`src/rtl/ext_count_gate_ctrl_pkg.sv`:
```
// Shared types and default constants for the external edge-counter gate sequencer.
package ext_count_pkg;

  localparam int unsigned GATE_CYCLES_DEF = 50_000_000;
  localparam int unsigned CNT_WIDTH_DEF   = 16;
  localparam int unsigned SYNC_STAGES_DEF = 2;
  localparam int unsigned TMR_W_DEF       = $clog2(GATE_CYCLES_DEF);

  typedef enum logic [1:0] {
    IDLE  = 2'd0,
    ARM   = 2'd1,
    GATE  = 2'd2,
    LATCH = 2'd3
  } state_t;

  // Gate timer width; the timer only ever holds GATE_CYCLES-1 down to 0.
  function automatic int unsigned tmr_width(input int unsigned gate_cycles);
    return (gate_cycles < 2) ? 1 : $clog2(gate_cycles);
  endfunction

endpackage

```
`src/rtl/ext_count_gate_ctrl_if.sv`:
```
// Control/status bundle between a measurement host and the gate sequencer.
interface ext_count_gate_ctrl_if
  import ext_count_pkg::*;
#(
  parameter int unsigned CNT_WIDTH = CNT_WIDTH_DEF
) ();

  logic                 start_i;
  logic                 cont_i;
  logic                 abort_i;
  logic [CNT_WIDTH-1:0] result_o;
  logic                 valid_o;
  logic                 ovf_o;
  logic                 busy_o;

  modport master (
    output start_i, cont_i, abort_i,
    input  result_o, valid_o, ovf_o, busy_o
  );

  modport slave (
    input  start_i, cont_i, abort_i,
    output result_o, valid_o, ovf_o, busy_o
  );

endinterface

```
`src/rtl/ext_count_gate_ctrl_edge_sync_detect.sv`:
```
// Synchronises an asynchronous pin and emits a one-cycle pulse per rising edge.
module edge_sync_detect
  import ext_count_pkg::*;
#(
  parameter int unsigned SYNC_STAGES = SYNC_STAGES_DEF
) (
  input  logic clk,
  input  logic rst_n,
  input  logic din,
  output logic rise_c
);

  logic [SYNC_STAGES-1:0] sync_q;
  logic                   hist_q;

  always_ff @(posedge clk) begin
    if (!rst_n) begin
      sync_q <= '0;
      hist_q <= 1'b0;
    end else begin
      sync_q <= {sync_q[SYNC_STAGES-2:0], din};
      hist_q <= sync_q[SYNC_STAGES-1];
    end
  end

  // Decoded from registered values only, so it is glitch-free within the cycle.
  assign rise_c = sync_q[SYNC_STAGES-1] & ~hist_q;

endmodule

```
`src/rtl/ext_count_gate_ctrl.sv`:
```
// Gate-time sequencer: counts pin rising edges over a programmable window and latches the result.
module ext_count_gate_ctrl
  import ext_count_pkg::*;
#(
  parameter int unsigned GATE_CYCLES = GATE_CYCLES_DEF,
  parameter int unsigned CNT_WIDTH   = CNT_WIDTH_DEF,
  parameter int unsigned SYNC_STAGES = SYNC_STAGES_DEF
) (
  input  logic                  CLK_IN,
  input  logic                  RST_N,
  input  logic                  D16_i,
  ext_count_gate_ctrl_if.slave  bus,
  output logic                  LED_D9,
  output logic                  LED_D8,
  output logic                  LED_D7,
  output logic                  LED_D6,
  output logic                  LED_D5,
  output logic                  LED_D4,
  output logic                  LED_D3,
  output logic                  LED_D2
);

  localparam int unsigned       TMR_W    = tmr_width(GATE_CYCLES);
  localparam logic [TMR_W-1:0]  TMR_LOAD = TMR_W'(GATE_CYCLES - 1);

  state_t               state_q, state_d;
  logic                 pin_edge_c;
  logic                 arm_c, count_c, latch_c;
  logic [TMR_W-1:0]     timer_q;
  logic [CNT_WIDTH-1:0] cnt_q;
  logic                 sat_q;
  logic [CNT_WIDTH-1:0] result_q;
  logic                 ovf_q;
  logic                 valid_q;
  logic                 busy_q;

  edge_sync_detect #(
    .SYNC_STAGES (SYNC_STAGES)
  ) u_sync (
    .clk    (CLK_IN),
    .rst_n  (RST_N),
    .din    (D16_i),
    .rise_c (pin_edge_c)
  );

  always_ff @(posedge CLK_IN) begin
    if (!RST_N) state_q <= IDLE;
    else        state_q <= state_d;
  end

  // Next state plus datapath strobes; abort beats both start and the latch update.
  always_comb begin
    state_d = state_q;
    arm_c   = 1'b0;
    count_c = 1'b0;
    latch_c = 1'b0;
    case (state_q)
      IDLE: begin
        if (bus.start_i && !bus.abort_i) state_d = ARM;
      end
      ARM: begin
        arm_c   = 1'b1;
        state_d = bus.abort_i ? IDLE : GATE;
      end
      GATE: begin
        count_c = 1'b1;
        if (bus.abort_i)           state_d = IDLE;
        else if (timer_q == '0)    state_d = LATCH;
      end
      LATCH: begin
        if (bus.abort_i) begin
          state_d = IDLE;
        end else begin
          latch_c = 1'b1;
          state_d = bus.cont_i ? ARM : IDLE;
        end
      end
      default: state_d = IDLE;
    endcase
  end

  // Gate timer, saturating edge counter and result/status registers.
  always_ff @(posedge CLK_IN) begin
    if (!RST_N) begin
      timer_q  <= '0;
      cnt_q    <= '0;
      sat_q    <= 1'b0;
      result_q <= '0;
      ovf_q    <= 1'b0;
      valid_q  <= 1'b0;
      busy_q   <= 1'b0;
    end else begin
      valid_q <= (state_d == LATCH);
      busy_q  <= (state_d != IDLE);

      if (arm_c)                         timer_q <= TMR_LOAD;
      else if (count_c && timer_q != '0) timer_q <= timer_q - TMR_W'(1);

      if (arm_c) begin
        cnt_q <= '0;
        sat_q <= 1'b0;
      end else if (count_c && pin_edge_c) begin
        if (&cnt_q) sat_q <= 1'b1;
        else        cnt_q <= cnt_q + CNT_WIDTH'(1);
      end

      if (latch_c) begin
        result_q <= cnt_q;
        ovf_q    <= sat_q;
      end
    end
  end

  assign bus.result_o = result_q;
  assign bus.valid_o  = valid_q;
  assign bus.ovf_o    = ovf_q;
  assign bus.busy_o   = busy_q;

  assign {LED_D9, LED_D8, LED_D7, LED_D6, LED_D5, LED_D4, LED_D3, LED_D2} =
    result_q[CNT_WIDTH-1 -: 8];

endmodule

```
`src/flat_wrapper.sv`:
```
// flat-port wrapper written by rule: the top's interface ports become plain ports
module ext_count_gate_ctrl_flat import ext_count_pkg::*;
#(
  parameter int unsigned GATE_CYCLES = GATE_CYCLES_DEF,
  parameter int unsigned CNT_WIDTH   = CNT_WIDTH_DEF,
  parameter int unsigned SYNC_STAGES = SYNC_STAGES_DEF
)
  (CLK_IN, RST_N, D16_i, LED_D9, LED_D8, LED_D7, LED_D6, LED_D5, LED_D4, LED_D3, LED_D2, bus_start_i, bus_cont_i, bus_abort_i, bus_result_o, bus_valid_o, bus_ovf_o, bus_busy_o);
  ext_count_gate_ctrl_if #(.CNT_WIDTH(CNT_WIDTH)) bus_i ();
  input  logic CLK_IN;
  input  logic RST_N;
  input  logic D16_i;
  output logic LED_D9;
  output logic LED_D8;
  output logic LED_D7;
  output logic LED_D6;
  output logic LED_D5;
  output logic LED_D4;
  output logic LED_D3;
  output logic LED_D2;
  input wire logic [$bits(bus_i.start_i)-1:0] bus_start_i;
  input wire logic [$bits(bus_i.cont_i)-1:0] bus_cont_i;
  input wire logic [$bits(bus_i.abort_i)-1:0] bus_abort_i;
  output wire logic [$bits(bus_i.result_o)-1:0] bus_result_o;
  output wire logic [$bits(bus_i.valid_o)-1:0] bus_valid_o;
  output wire logic [$bits(bus_i.ovf_o)-1:0] bus_ovf_o;
  output wire logic [$bits(bus_i.busy_o)-1:0] bus_busy_o;
  assign bus_i.start_i = bus_start_i;
  assign bus_i.cont_i = bus_cont_i;
  assign bus_i.abort_i = bus_abort_i;
  assign bus_result_o = bus_i.result_o;
  assign bus_valid_o = bus_i.valid_o;
  assign bus_ovf_o = bus_i.ovf_o;
  assign bus_busy_o = bus_i.busy_o;
  ext_count_gate_ctrl #(.GATE_CYCLES(GATE_CYCLES), .CNT_WIDTH(CNT_WIDTH), .SYNC_STAGES(SYNC_STAGES)) u_core (.CLK_IN(CLK_IN), .RST_N(RST_N), .D16_i(D16_i), .bus(bus_i), .LED_D9(LED_D9), .LED_D8(LED_D8), .LED_D7(LED_D7), .LED_D6(LED_D6), .LED_D5(LED_D5), .LED_D4(LED_D4), .LED_D3(LED_D3), .LED_D2(LED_D2));
endmodule
```
`config.mk`:
```
export PLATFORM = sky130hd
export DESIGN_NAME = ext_count_gate_ctrl_flat
export DESIGN_NICKNAME = d
export VERILOG_FILES = /design/src/rtl/ext_count_gate_ctrl_pkg.sv /design/src/rtl/ext_count_gate_ctrl_if.sv /design/src/rtl/ext_count_gate_ctrl_edge_sync_detect.sv /design/src/rtl/ext_count_gate_ctrl.sv /design/src/flat_wrapper.sv
export SDC_FILE = /design/constraint.sdc
export NUM_CORES = 1
export LEC_CHECK = 0
export CORE_MARGIN = 4
export CORE_UTILIZATION = 40
export DETAILED_ROUTE_END_ITERATION = 10
export SYNTH_ARGS = -nofsm -noshare
export SYNTH_HDL_FRONTEND = slang
export SYNTH_SLANG_ARGS = --single-unit
```
`constraint.sdc`:
```
create_clock -name CLK_IN -period 3.3 [get_ports CLK_IN]
set_input_delay 0.66 -clock CLK_IN [delete_from_list [all_inputs] [get_ports CLK_IN]]
set_output_delay 0.66 -clock CLK_IN [all_outputs]
set_load 0.1 [all_outputs]
```
==> results of run 1 <==
[layout by cell type (no fill, tap or decap), types with 2 or more instances in the layout]
master / n
dfxtp_1: 67
nand2_1: 47
a21oi_1: 43
buf_4: 35
nor2_1: 29
xnor2_1: 21
nor4_1: 17
nor3_1: 13
clkbuf_8: 11
or4_1: 10
nand3_1: 10
or3_1: 7
nand4_1: 7
inv_1: 6
o31ai_1: 5
and2_1: 5
clkdlybuf4s50_1: 5
nand2b_1: 4
o21ai_0: 4
or4_4: 3
o311a_1: 3
o31a_1: 3
a31oi_1: 3
and3_1: 3
or2_2: 3
ha_1: 3
or3b_2: 2
nor4_2: 2
nor2b_1: 2
xor2_1: 2
a211oi_1: 2
nor3b_1: 2
and4_1: 2
o41ai_1: 2
a2111oi_0: 2
[through the flow]
stage               total power (uW)  area [sq um]  hold WS, ns  cells
floorplan                       1020          3180        0.412    376
global placement                1070          3450        0.418    489
detailed placement              1070          3450        0.424    489
CTS                             1790          3660        0.443    505
global route                    1840          3660        0.451    505
finish                          1770          3660        0.438    505
[registers in the layout, summed over array words and instances (netlist names)]
register / count
u_core.u_sync.sync_q: 2
u_core.sat_q: 1
u_core.timer_q: 26
u_core.bus.valid_o: 1
u_core.bus.ovf_o: 1
u_core.u_sync.hist_q: 1
u_core.cnt_q: 16
u_core.bus.busy_o: 1
u_core.bus.result_o: 16
u_core.state_q: 2
[worst paths after layout]
| kind | to | slack, ns | from |
|---|---|---|---|
| max | u_core.timer_q[13] | 0.58 | u_core.timer_q[0] |
| min | u_core.u_sync.sync_q[1] | 0.44 | u_core.u_sync.sync_q[0] |
| max reg2reg | u_core.timer_q[13] | 0.58 | u_core.timer_q[0] |
| min reg2reg | u_core.u_sync.sync_q[1] | 0.44 | u_core.u_sync.sync_q[0] |
[kinds of logic after synthesis]
family,synth area share
adder cells (fa/ha/maj),0.0118
XOR/XNOR,0.0634
buffers and inverters,0.0591
AO/OA/AOI/OAI,0.139
flip-flops,0.422
multiplexers,0.00315
AND/OR/NAND/NOR,0.301
[worst max-delay path: stages, from the launching register on]
cell and delay (ns):
dfxtp_1 0.34, inv_1 0.12, ha_1 0.15, or3b_2 0.51
or4_4 0.48, nor2_2 0.60, nor4_1 0.10, o31a_1 0.30
[cell type report]
class | count | area, sq um | share of cell area
Multi-Input combinational cell | 274 | 1650 | 0.450
Sequential cell | 67 | 1340 | 0.366
Timing Repair Buffer | 40 | 313 | 0.0854
Clock buffer | 11 | 151 | 0.0413
Tap cell | 102 | 128 | 0.0348
Clock inverter | 5 | 60.1 | 0.0164
Inverter | 6 | 22.5 | 0.00615
[where the power goes]
| part | switching (uW) | internal, uW | total (uW) |
|---|---|---|---|
| registers | 24.0 | 827 | 851 |
| clock network | 318 | 393 | 710 |
| logic | 129 | 75.7 | 204 |
| total | 470 | 1300 | 1770 |
[per-layer routing]
| metal | vias to the layer above | wire length [um] | track usage |
|---|---|---|---|
| li1 | 1400 | - | - |
| met1 | 1280 | 3540 | 0.207 |
| met5 | - | 0 | 0 |
| met3 | 8 | 249 | 0.0373 |
| met2 | 42 | 3320 | 0.247 |
| met4 | 0 | 81 | 0.0518 |
==> run_results.csv, run 1 <==
group,metric,value,unit
status,status,"complete, no violations",
clock_network,clk_pin_slew,0.08,ns
timing,fin_skew,0.00890,ns
yosys,netlist_instances,376,
critical_path,reg2reg_depth,7,
placement,pre_cts_ws,0.621,ns
yosys,ys_warn_count,0,
min_path,hold-path-cell-count,1,
timing,setup_ws,0.584,ns
route,drtIter0Drc,109,
floorplanning,rows,32,
pwr,power_density,482,nW/um^2
yosys,synth_edf_count,0,
yosys,synth_nets,385,
yosys,synth_cell_type_count,50,
route,route.detailed.drc,0,
yosys,synth_common_cells,"dfxtp_1 (67), nand2_1 (47), a21oi_1 (43), nor2_1 (29), xnor2_1 (21)",
min_path,min_path_type,"flop to flop",
floorplanning,start_util,0.411,
timing,tightestPinTransition,1.04,ns
timing,setup_violations,0,
yosys,yosys.area.top_type,"dfxtp_1",
timing,hold_viol,0,
timing,relSlewSlack,0.309,
clock_network,cts_buffers,9,
final_layout,drive_gt1_frac,0.164,
flow_run,cap_violations,0,
route,dr.pass1.iters,4,
yosys,syn_avg_cell_area,8.45,sq um
clock_network,cts_tree,"built",
floorplanning,dieHeight,97.1,um
clock_network,post_cts_buffers,0,
critical_path,start_kind,"flop",
final_layout,layout.nets,407,
yosys,synthArstFlopShare,0,
timing,period_minus_slack,2.72,ns
critical_path,critPathMaxFanout,20,
critical_path,end_kind,"flop",
clock_network,cts_resized,0,
timing,setup_tns,0,ns
route,avgViaCountPerCell,5.41,
final_layout,antenna_cells,0,
placement,port_buffers,32,
clock_network,cts_buffer_depth,2,
final_layout,areaGrowthSynthToFinish,15.3,%
clock_network,h-tree-depth,3,
pwr,p_leak,0.00130,uW
floorplanning,chipWidth,97.1,um
placement,hpwl,5020,um
pwr,ir_drop,219,uV
yosys,ys_top_cells_by_area,"dfxtp_1 (42%), a21oi_1 (6.8%), xnor2_1 (5.8%)",
route,drt-total-wl,7190,um
critical_path,crit_type,"flop to flop",
clock_network,cts_hold_buf,0,
timing,post-route-period-util,0.823,
yosys,ys_seq_area_frac,0.422,
floorplanning,dieArea,9430,sq um
final_layout,utilization,0.474,
grt,grt_usage,0.155,
grt,grt_pass1_wl,12100,um
critical_path,cp.arrival,2.94,ns
placement,gp_congestion,0.838,
grt,grt_antenna_before_repair,0,
route,routedWlPerCell,14.2,um
grt,grt_max_degree,30,
route,ant_nets,0,
clock_network,root_buffer,"clkbuf_8",
clock_network,clk_latency,0.34,ns
yosys,synth.top_cell.area_share,0.422,
grt,grt_overflow_total,0,
timing,slew_violations,0,
critical_path,worst_ep_required_time,3.53,ns
yosys,synthFlopType,"dfxtp_1",
yosys,post_synth_instance_area,3180,sq um
floorplanning,core-area,7730,sq um
yosys,post-synth-top-count-cell,"dfxtp_1",
clock_network,cts_sinks,67,
grt,grt_pass1_vias,2527,
route,dr_total_vias,2730,
yosys,ys_seq_elements,67,
timing,max_freq,368,MHz
final_layout,fillers,759,
timing,rsz0062_at_grt,"false",
floorplanning,io_pins,33,
Note: power is estimated with default switching activity, not from simulation.
==> run 2: changes to the inputs <==
==> constraint.sdc (replaced) <==
create_clock -name CLK_IN -period 2.5 [get_ports CLK_IN]
set_input_delay 0.5 -clock CLK_IN [delete_from_list [all_inputs] [get_ports CLK_IN]]
set_output_delay 0.5 -clock CLK_IN [all_outputs]
set_load 0.1 [all_outputs]
==> run_results.csv, run 2 (synthesis gave the netlist of run 1 again) <==
group,metric,value,unit
critical_path,r2r-start,"u_core.timer_q[0]",
route,dr.pass1.iters,4,
floorplanning,core-area,7730,sq um
floorplanning,io_pins,33,
timing,rsz0062_at_grt,"false",
timing,relSlewSlack,0.548,
final_layout,multiInputGateArea,1650,sq um
placement,pre_cts_ws,0.167,ns
critical_path,startpoint,"u_core.timer_q[0]",
critical_path,critPathMaxFanout,5,
critical_path,start_kind,"flop",
timing,slew_violations,0,
clock_network,cts_hold_buf,0,
final_layout,largest_reg_flops,26,
critical_path,crit_type,"flop to flop",
route,drtIter0Drc,188,
min_path,min_path_type,"flop to flop",
clock_network,cts_buffer_depth,2,
placement,hpwl,5120,um
clock_network,cts_buffers,9,
pwr,p_leak,0.00133,uW
timing,tightestPinTransition,0.677,ns
critical_path,reg2reg_depth,7,
critical_path,end_kind,"flop",
flow_run,cap_violations,0,
floorplanning,rows,32,
grt,grt_overflow_total,0,
clock_network,cts_sinks,67,
floorplanning,chipWidth,97.1,um
clock_network,h-tree-depth,3,
critical_path,worst_ep_required_time,2.74,ns
min_path,hp-start,"u_core.u_sync.sync_q[0]",
clock_network,post_cts_buffers,0,
placement,gp_congestion,0.905,
route,routedWlPerCell,13.9,um
final_layout,drive_gt1_frac,0.178,
timing,max_freq,428,MHz
timing,period_minus_slack,2.34,ns
grt,grt_antenna_before_repair,0,
critical_path,slowest_delay,0.50,ns
final_layout,final_cell_mix,"dfxtp_1 (67), nand2_1 (47), a21oi_1 (43)",
placement,placed_cell_area,3500,sq um
final_layout,regMostFlops,"u_core.timer_q",
critical_path,crit_chain,"inv_1 > ha_1 > or3b_2 > or4_4 > or2_4 > a211o_1 > and3_1",
final_layout,final_common_cell,"dfxtp_1",
timing,hold_viol,0,
floorplanning,dieArea,9430,sq um
final_layout,layout.nets,414,
clock_network,cts_tree,"built",
floorplanning,dieHeight,97.1,um
final_layout,stdcell_area,3700,sq um
critical_path,cpMaxStageDelayCell,"or3b_2",
critical_path,r2r_slack,0.16,ns
final_layout,fillers,747,
final_layout,finalNonFillerCells,512,
timing,setup_ws,0.162,ns
min_path,hold-path-cell-count,1,
final_layout,ff_latch_area,1340,sq um
clock_network,root_buffer,"clkbuf_8",
final_layout,areaGrowthSynthToFinish,16.6,%
clock_network,clk_pin_slew,0.08,ns
route,avgViaCountPerCell,5.38,
final_layout,utilization,0.479,
final_layout,antenna_cells,0,
timing,fin_skew,0.00774,ns
grt,grt_pass1_vias,2490,
grt,grt_pass1_wl,12200,um
clock_network,clk_latency,0.34,ns
critical_path,cp.arrival,2.58,ns
route,dr_total_vias,2757,
route,drt-total-wl,7130,um
clock_network,cts_resized,0,
route,route.detailed.drc,0,
route,ant_nets,0,
status,status,"complete, no violations",
grt,grt_max_degree,26,
placement,placedCellCount,496,
pwr,ir_drop,406,uV
grt,grt_usage,0.156,
placement,port_buffers,32,
timing,post-route-period-util,0.935,
floorplanning,start_util,0.411,
timing,setup_violations,0,
timing,setup_tns,0,ns
pwr,power_density,618,nW/um^2
==> run 2: cell count changes in the layout (fill, tap and decap cells not counted) <==
cell / previous run / this run
buf_4: 35 / 42
clkinv_4: 1 / 0
clkinvlp_4: 1 / 2
bufinv_16: 1 / 0
inv_6: 1 / 0
clkbuf_8: 11 / 13
==> run 2: layout make-up <==
class	count	share of cell area
Multi-Input combinational cell	274	0.445
Tap cell	102	0.0345
Timing Repair Buffer	47	0.0987
Sequential cell	67	0.362
Clock buffer	13	0.0483
Inverter	6	0.00608
Clock inverter	3	0.00541
==> run 2: path summary, 6_finish.rpt <==
check                            endpoint
setup / recovery        u_core.timer_q[6]
hold reg to reg   u_core.u_sync.sync_q[1]
hold / removal    u_core.u_sync.sync_q[1]
setup reg to reg        u_core.timer_q[6]
==> run 2: where the power goes <==
group / switching (uW) / internal (uW) / total [uW]
sequential: 27.8 / 1090 / 1120
clock: 412 / 467 / 879
combinational: 174 / 115 / 289
==> run 2: metrics by stage <==
step / total power, uW / hold slack (ns)
2_1_floorplan: 1350 / 0.412
3_3_place_gp: 1430 / 0.415
3_5_place_dp: 1430 / 0.422
4_1_cts: 2300 / 0.440
5_1_grt: 2400 / 0.443
6_report: 2290 / 0.436
==> run 2: metal layers <==
metal / vias to the layer above / wire length (um) / GRT usage
met2: 60 / 3210 / 0.243
li1: 1400 / - / -
met5: - / 0 / 0
met3: 8 / 336 / 0.0373
met4: 0 / 83 / 0.0486
met1: 1289 / 3500 / 0.214
==> run 2: worst max-delay path: cells and delay by family, from the launching register on <==
kind | cells | cell delay (ns)
AND/OR/NAND/NOR | 4 | 1.40
buffers and inverters | 1 | 0.11
flip-flops | 1 | 0.33
AO/OA/AOI/OAI | 1 | 0.25
adder cells (fa/ha/maj) | 1 | 0.16
==> run 3: changes to the inputs <==
--- a/config.mk
+++ b/config.mk
@@ -5,9 +5,10 @@
 export SDC_FILE = /design/constraint.sdc
 export NUM_CORES = 1
 export LEC_CHECK = 0
-export CORE_MARGIN = 4
+export CORE_MARGIN = 1.5
 export CORE_UTILIZATION = 40
 export DETAILED_ROUTE_END_ITERATION = 10
+export SLEW_MARGIN = 20
 export SYNTH_ARGS = -nofsm -noshare
 export SYNTH_HDL_FRONTEND = slang
 export SYNTH_SLANG_ARGS = --single-unit
==> run_results.csv, run 3 (synthesis gave the netlist of run 1 again) <==
group,metric,value,unit
status,status,"complete, no violations",
critical_path,crit_chain,"inv_1 > ha_1 > or3b_2 > or4_4 > or2_4 > a211o_1 > and3_1",
floorplanning,dieHeight,92.1,um
timing,slew_violations,0,
route,ant_nets,0,
grt,grt_pass1_vias,2682,
critical_path,crit_type,"flop to flop",
placement,port_buffers,32,
critical_path,cp.arrival,2.60,ns
route,drtIter0Drc,167,
min_path,min_path_type,"flop to flop",
pwr,power_density,637,nW/um^2
clock_network,cts_resized,0,
route,avgViaCountPerCell,5.37,
grt,grt_antenna_before_repair,0,
pwr,ir_drop,289,uV
route,drt-total-wl,7220,um
min_path,hold-path-cell-count,1,
critical_path,reg2reg_depth,7,
clock_network,cts_buffers,9,
timing,fin_skew,0.0121,ns
route,dr_total_vias,2744,
pwr,p_leak,0.00134,uW
clock_network,clk_latency,0.35,ns
clock_network,cts_tree,"built",
placement,hpwl,5060,um
floorplanning,start_util,0.413,
final_layout,ff_latch_area,1340,sq um
floorplanning,io_pins,33,
timing,setup_violations,0,
timing,period_minus_slack,2.35,ns
grt,grt_max_degree,21,
route,route.detailed.drc,0,
final_layout,multiInputGateArea,1650,sq um
clock_network,cts_sinks,67,
timing,tightestPinTransition,0.639,ns
flow_run,cap_violations,0,
final_layout,antenna_cells,0,
final_layout,areaGrowthSynthToFinish,16.8,%
final_layout,largest_reg_flops,26,
route,dr.pass1.iters,5,
grt,grt_overflow_total,0,
final_layout,regMostFlops,"u_core.timer_q",
timing,max_freq,425,MHz
critical_path,end_kind,"flop",
clock_network,post_cts_buffers,0,
final_layout,final_common_cell,"dfxtp_1",
final_layout,layout.nets,413,
critical_path,r2r_slack,0.15,ns
critical_path,r2r-start,"u_core.timer_q[0]",
critical_path,start_kind,"flop",
final_layout,fillers,774,
route,routedWlPerCell,14.1,um
critical_path,r2r_end,"u_core.timer_q[6]",
floorplanning,rows,32,
clock_network,cts_hold_buf,0,
timing,post-route-period-util,0.941,
clock_network,root_buffer,"clkbuf_8",
timing,rsz0062_at_grt,"false",
critical_path,critPathMaxFanout,5,
timing,relSlewSlack,0.573,
min_path,hold_end,"u_core.u_sync.sync_q[1]",
pwr,power,2360,uW
clock_network,h-tree-depth,3,
floorplanning,chipWidth,92.1,um
floorplanning,core-area,7690,sq um
final_layout,drive_gt1_frac,0.176,
grt,grt_usage,0.186,
placement,gp_congestion,0.861,
clock_network,cts_buffer_depth,2,
critical_path,slowest_delay,0.49,ns
grt,grt_pass1_wl,12700,um
timing,setup_tns,0,ns
clock_network,clk_pin_slew,0.08,ns
floorplanning,dieArea,8480,sq um
critical_path,worst_ep_required_time,2.75,ns
min_path,hp-start,"u_core.u_sync.sync_q[0]",
critical_path,cpMaxStageDelayCell,"or3b_2",
final_layout,final_cell_mix,"dfxtp_1 (67), nand2_1 (47), a21oi_1 (43)",
timing,hold_viol,0,
[run 3: critical path: cells and delay by family, from the launching register on]
family	cells	cell delay, ns
buf+inv	1	0.12
flops	1	0.33
compound gates	1	0.25
fa+ha+maj	1	0.15
simple gates	4	1.41
[run 3: cell type report]
class,count,area share
Multi-Input combinational cell,274,0.444
Sequential cell,67,0.362
Timing Repair Buffer,46,0.0965
Clock buffer,11,0.0408
Tap cell,102,0.0344
Clock inverter,5,0.0165
Inverter,6,0.00607
[run 3: how the worst max path moves through the flow]
stage,startpoint,end,slack [ns]
after floorplan,u_core.timer_q[0],u_core.timer_q[6],0.27
after global placement,u_core.timer_q[0],u_core.timer_q[6],0.21
after detailed placement,u_core.timer_q[0],u_core.timer_q[6],0.16
after CTS,u_core.timer_q[0],u_core.timer_q[6],0.15
after global routing,u_core.timer_q[0],u_core.timer_q[3],0.02
final,u_core.timer_q[0],u_core.timer_q[6],0.15
[run 3: routing by layer]
layer	GRT usage	up-vias	wire length, um
met4	0.0564	0	83
met1	0.243	1288	3510
met2	0.298	45	3340
li1	-	1403	-
met3	0.0506	8	286
met5	0	-	0
[run 3: power breakdown]
part	switching, uW	internal, uW	leakage, uW
registers	29.1	1090	0.000543
clock network	438	518	0.000109
logic	172	113	0.000686
[run 3: stage by stage]
step / cell area (sq um) / utilization / hold slack, ns / setup slack [ns] / std cells
after floorplan: 3180 / - / 0.412 / 0.267 / 376
after global placement: 3500 / 0.455 / 0.418 / 0.209 / 495
after detailed placement: 3500 / 0.455 / 0.421 / 0.162 / 495
after CTS: 3710 / 0.482 / 0.444 / 0.148 / 511
after global routing: 3710 / 0.482 / 0.478 / 0.0162 / 511
final: 3710 / 0.482 / 0.439 / 0.148 / 511
